<file path="src/rtl/dm_pkg.sv">
// dm_pkg: shared width codes and FSM state encoding for the data-memory arbiter
package dm_pkg;
    localparam logic [2:0] DIG_W  = 3'b000;
    localparam logic [2:0] DIG_H  = 3'b001;
    localparam logic [2:0] DIG_B  = 3'b010;
    localparam logic [2:0] DIG_HU = 3'b011;
    localparam logic [2:0] DIG_BU = 3'b100;
    localparam logic [1:0] IDLE   = 2'd0;
    localparam logic [1:0] ACCESS = 2'd1;
    localparam logic [1:0] RESP   = 2'd2;
endpackage

</file>
<file path="src/rtl/dm_lane_align.sv">
// dm_lane_align: legality check, byte-lane enables, store replication and load alignment
module dm_lane_align
    import dm_pkg::*;
(
    input  logic [1:0]  addr_lo,
    input  logic [2:0]  digit,
    input  logic [31:0] wdata,
    input  logic [31:0] rdata,
    output logic        illegal,
    output logic [3:0]  be,
    output logic [31:0] wdata_rep,
    output logic [31:0] rdata_ext
);
    logic        is_h, is_b;
    logic [31:0] sh;
    assign is_h      = digit == DIG_H || digit == DIG_HU;
    assign is_b      = digit == DIG_B || digit == DIG_BU;
    assign illegal   = digit > DIG_BU || (digit == DIG_W && addr_lo != 2'b00) || (is_h && addr_lo[0]);
    assign be        = is_b ? 4'b0001 << addr_lo : is_h ? (addr_lo[1] ? 4'b1100 : 4'b0011) : 4'b1111;
    assign wdata_rep = is_b ? {4{wdata[7:0]}} : is_h ? {2{wdata[15:0]}} : wdata;
    assign sh        = rdata >> {addr_lo, 3'b000};
    assign rdata_ext = digit == DIG_H  ? {{16{sh[15]}}, sh[15:0]} :
                       digit == DIG_HU ? {16'b0, sh[15:0]} :
                       digit == DIG_B  ? {{24{sh[7]}}, sh[7:0]} :
                       digit == DIG_BU ? {24'b0, sh[7:0]} : sh;
endmodule

</file>
<file path="src/rtl/dmem_arbiter.sv">
// dmem_arbiter: two-port arbiter sequencing accesses to one synchronous-read data memory
module dmem_arbiter
    import dm_pkg::*;
#(
    parameter int AW         = 12,
    parameter bit PRIO_FIXED = 1'b0
) (
    input  logic          clk,
    input  logic          reset,
    input  logic          r0_req,
    input  logic          r0_we,
    input  logic [31:0]   r0_addr,
    input  logic [31:0]   r0_wdata,
    input  logic [2:0]    r0_digit,
    output logic          r0_gnt,
    output logic          r0_rvalid,
    output logic [31:0]   r0_rdata,
    output logic          r0_err,
    input  logic          r1_req,
    input  logic          r1_we,
    input  logic [31:0]   r1_addr,
    input  logic [31:0]   r1_wdata,
    input  logic [2:0]    r1_digit,
    output logic          r1_gnt,
    output logic          r1_rvalid,
    output logic [31:0]   r1_rdata,
    output logic          r1_err,
    output logic          mem_en,
    output logic          mem_we,
    output logic [AW-1:0] mem_addr,
    output logic [3:0]    mem_be,
    output logic [31:0]   mem_wdata,
    input  logic [31:0]   mem_rdata
);
    logic [1:0]  state;
    logic        last_grant, win, r_we, pick, acc, illegal, addr_unused;
    logic [31:0] r_addr, r_wdata, wd, rd;
    logic [2:0]  r_digit;
    logic [3:0]  be;

    dm_lane_align u_align (
        .addr_lo   (r_addr[1:0]),
        .digit     (r_digit),
        .wdata     (r_wdata),
        .rdata     (mem_rdata),
        .illegal   (illegal),
        .be        (be),
        .wdata_rep (wd),
        .rdata_ext (rd)
    );

    // under contention the port not served last wins unless port 0 is pinned
    assign pick        = (r0_req && r1_req) ? (PRIO_FIXED ? 1'b0 : ~last_grant) : r1_req;
    assign acc         = state == ACCESS;
    assign mem_en      = acc && !illegal;
    assign mem_we      = mem_en && r_we;
    assign mem_addr    = mem_en ? r_addr[AW+1:2] : '0;
    assign mem_be      = mem_en ? be : 4'b0000;
    assign mem_wdata   = mem_en ? wd : 32'b0;
    assign r0_gnt      = acc && !win;
    assign r1_gnt      = acc && win;
    assign r0_err      = r0_gnt && illegal;
    assign r1_err      = r1_gnt && illegal;
    assign addr_unused = ^r_addr[31:AW+2];

    always_ff @(posedge clk or negedge reset) begin
        if (!reset) begin
            state      <= IDLE;
            last_grant <= 1'b1;
            win        <= 1'b0;
            r_we       <= 1'b0;
            r_addr     <= 32'b0;
            r_wdata    <= 32'b0;
            r_digit    <= 3'b0;
            r0_rvalid  <= 1'b0;
            r1_rvalid  <= 1'b0;
            r0_rdata   <= 32'b0;
            r1_rdata   <= 32'b0;
        end else begin
            r0_rvalid <= state == RESP && !win;
            r1_rvalid <= state == RESP && win;
            if (state == RESP && !win) r0_rdata <= rd;
            if (state == RESP && win) r1_rdata <= rd;
            if (state == IDLE && (r0_req || r1_req)) begin
                win        <= pick;
                last_grant <= pick;
                r_we       <= pick ? r1_we : r0_we;
                r_addr     <= pick ? r1_addr : r0_addr;
                r_wdata    <= pick ? r1_wdata : r0_wdata;
                r_digit    <= pick ? r1_digit : r0_digit;
                state      <= ACCESS;
            end else if (acc) begin
                state <= (illegal || r_we) ? IDLE : RESP;
            end else if (state == RESP) begin
                state <= IDLE;
            end
        end
    end
endmodule

</file>
<file path="config.mk">
export PLATFORM = sky130hd
export DESIGN_NAME = dmem_arbiter
export DESIGN_NICKNAME = d
export VERILOG_FILES = /design/src/rtl/dm_pkg.sv /design/src/rtl/dm_lane_align.sv /design/src/rtl/dmem_arbiter.sv
export SDC_FILE = /design/constraint.sdc
export NUM_CORES = 1
export LEC_CHECK = 0
export BUFFER_PORTS_ARGS = -buffer_cell sky130_fd_sc_hd__buf_2
export CORE_MARGIN = 10
export CORE_UTILIZATION = 48
export DETAILED_ROUTE_END_ITERATION = 6
export MAX_ROUTING_LAYER = met4
export PLACE_DENSITY = 0.88
export REMOVE_ABC_BUFFERS = 1
export SYNTH_ARGS = -nofsm -noshare
export SYNTH_HDL_FRONTEND = slang
export SYNTH_HIERARCHICAL = 1
export SYNTH_SLANG_ARGS = --single-unit
</file>
<file path="constraint.sdc">
create_clock -name clk -period 2.6 [get_ports clk]
set_clock_uncertainty 0.15 [all_clocks]
set_input_delay 0.13 -clock clk [delete_from_list [all_inputs] [get_ports clk]]
set_output_delay 0.13 -clock clk [all_outputs]
set_load 0.01 [all_outputs]
</file>
==> out/metrics.yaml <==
drive_above_1_share: 0.421
place_area_sq_mm: 0.00815
max_slew_margin: 0.602
grt_pass1_wl_mm: 42.6
wl_met1_mm: 10.2
netlist_instances: 686
drt_iter0_markers: 591
ys_warn_count: 6
wl_met3_mm: 3.43
crit_path_max_fanout: 17
grt_pass1_vias: 7581
vias: 7296
dp.cells: 1081
path_cells: "buf_4 > or3b_2 > a21oi_1 > a221o_1 > and2_1 > buf_2"
wl_per_cell_um: 22.8
synth_seq_cells: 120
fp.dieArea_sq_mm: 0.0193
ir_drop_v: 0.000432
r2r_end: "r_addr[4]"
cap_violations: 0
final_cell_mix: "buf_2, a21oi_1, dfrtp_1"
die-width_um: 139
powerDensity_mw_per_mm2: 464
overflow: 0
grt_max_degree: 55
synth_ff_type: "dfrtp_1"
clkTransAtPathRegs_ns: 0.05
end_kind: "output port"
max_freq_mhz: 393
gp_congestion: 0.825
ios: 292
slew_violations: 0
finalSetupViolCount: 0
cp_slowest_stage_delay_ns: 0.48
dp_hpwl_mm: 16.3
startpoint_type: "register"
critical_path_class: "register to output port"
avgSynthCellArea_sq_um: 9.89
cp_data_required_time_ns: 2.32
r2r.worst_path.cells: 7
cts_tree: "built"
fin_util: 0.715
rsz0062_at_grt: "false"
worstSkewPairLatency_ns: 0.42
r2r_start: "state[0]"
final_common_cell: "buf_2"
nets: 1208
avgViaCountPerCell: 5.94
start_util: 0.489
first_pass_iters: 6
cp_slowest_cell: "dfrtp_2"
wl_mm: 27.9
clk_path_buf_depth: 2
root_buffer: "clkbuf_16"
highest_layer: "met4"
ys_seq_area_frac: 0.443
synth_edf_count: 0
finalCriticalPeriod_ns: 2.55
antenna_left: 0
status: "complete, no violations"
cp.arrival_ns: 2.27
hold_viol_final: 0
post-route-period-util: 0.979
core_area_sq_mm: 0.0139
track_usage: 0.279
min_path_type: "primary input to asynchronous set/reset pin"
wl_met2_mm: 13.4
layoutNonFillerInstCount: 1228
io_buffers: 255
area_growth_syn_to_layout_pct: 46.3
fin_area_sq_mm: 0.00993
synth.cell_area_sq_mm: 0.00679
tightestPinTransition_ns: 0.597
grt_antenna_before_repair: 2
cts_sinks: 120
num_rows: 43
netlist-cell-type-count: 43
cts_max_level: 4
synthArstFlopShare: 1.00
cts_made_buffers: 17
cellLeakagePower_uw: 0.00525
r2r_slack_ns: 0.16
fp.dieH_um: 139
power_uw: 4610
drc: 0
## area by class of cell
cell class,count,area (sq um)
Sequential cell,120,3010
Clock buffer,18,429
Antenna cell,2,5.00
Inverter,14,55.1
Fill cell,883,3950
Tap cell,180,225
Multi-Input combinational cell,491,3400
Clock inverter,14,148
Timing Repair Buffer,389,2660
## worst max-delay path, delay by kind of cell (launching register included)
family / cells / cell delay (ns)
AOI/OAI and AO/OA: 2 / 0.37
buffers and inverters: 2 / 0.38
DFF: 1 / 0.48
and+or+nand+nor: 2 / 0.62
## layer usage
metal | global-route usage | vias up
li1 | - | 3109
met1 | 0.321 | 3538
met2 | 0.446 | 571
met3 | 0.0990 | 78
met4 | 0.0956 | 0
met5 | - | -
## repair_timing
| action | CTS | global route |
|---|---|---|
| cloned | 1 | 4 |
| resized for setup | 4 | 10 |
| setup buffers | 0 | 4 |
| setup endpoints to repair | 49 | 67 |
| endpoints found under the hold margin | 132 | 0 |
| hold buffers | 104 | 0 |
| pin swaps | 1 | 1 |
## through the flow
step                setup WS (ns)  hold slack (ns)  TNS [ns]
global route              0.00235           0.0500         0
global placement            0.387          -0.0752         0
detailed placement          0.331          -0.0702         0
finish                     0.0545           0.0366         0
floorplan                  -0.513           -0.316    -33.13
CTS                       -0.0145           0.0325   -0.0925
## state kept, by name (all words and copies together), names as in the netlist
name        count
last_grant      1
r1_rvalid       1
r_addr         14
r1_rdata       32
r0_rdata       32
r0_rvalid       1
r_we            1
state           2
win             1
r_digit         3
r_wdata        32
## logic make-up after synthesis
kind of cell	Yosys count	synth area share
fa+ha+maj	3	0.00553
buf+inv	76	0.0636
flops	120	0.443
xor+xnor	1	0.00129
compound gates	196	0.184
mux	97	0.161
simple gates	193	0.141
## worst max-delay path by stage
stage               startpoint            end  slack [ns]  cells after the start
floorplan            r_addr[0]    mem_addr[0]       -0.51                      5
finish              r_digit[1]  mem_wdata[24]        0.05                      6
CTS                 r_digit[1]    mem_addr[8]       -0.01                      7
global placement    r_digit[0]  mem_wdata[25]        0.39                      6
detailed placement   r_addr[1]   r0_rdata[19]        0.33                      5
global route        r_digit[2]  mem_wdata[21]       0.002                      7
## Yosys cell counts (2+ instances only)
master | instances | area, sq um
dfrtp_1 | 119 | 2980
a21oi_1 | 117 | 586
mux2_2 | 86 | 968
nand2_1 | 61 | 229
nor2_1 | 55 | 206
and2_1 | 51 | 319
buf_2 | 27 | 135
a22o_1 | 17 | 149
buf_4 | 14 | 105
inv_1 | 13 | 48.8
nor2b_1 | 13 | 81.3
o221ai_1 | 13 | 114
clkbuf_1 | 11 | 41.3
a22oi_1 | 9 | 67.6
mux2i_1 | 9 | 90.1
a221o_1 | 8 | 80.1
buf_6 | 8 | 90.1
o21ai_0 | 8 | 40.0
or3b_2 | 8 | 70.1
a211oi_1 | 7 | 52.6
ha_1 | 3 | 37.5
o221ai_2 | 3 | 45.0
a31oi_1 | 2 | 12.5
buf_1 | 2 | 7.51
o21a_1 | 2 | 15.0
o21ai_1 | 2 | 10.0
o21ai_2 | 2 | 17.5
## power by group
group | internal [uW] | leakage [uW] | switching, uW | total, uW
logic | 197 | 0.00338 | 201 | 398
registers | 1890 | 0.00159 | 9.97 | 1900
clock network | 1410 | 0.000281 | 899 | 2310
No activity file was read; power rests on OpenSTA's default activity.
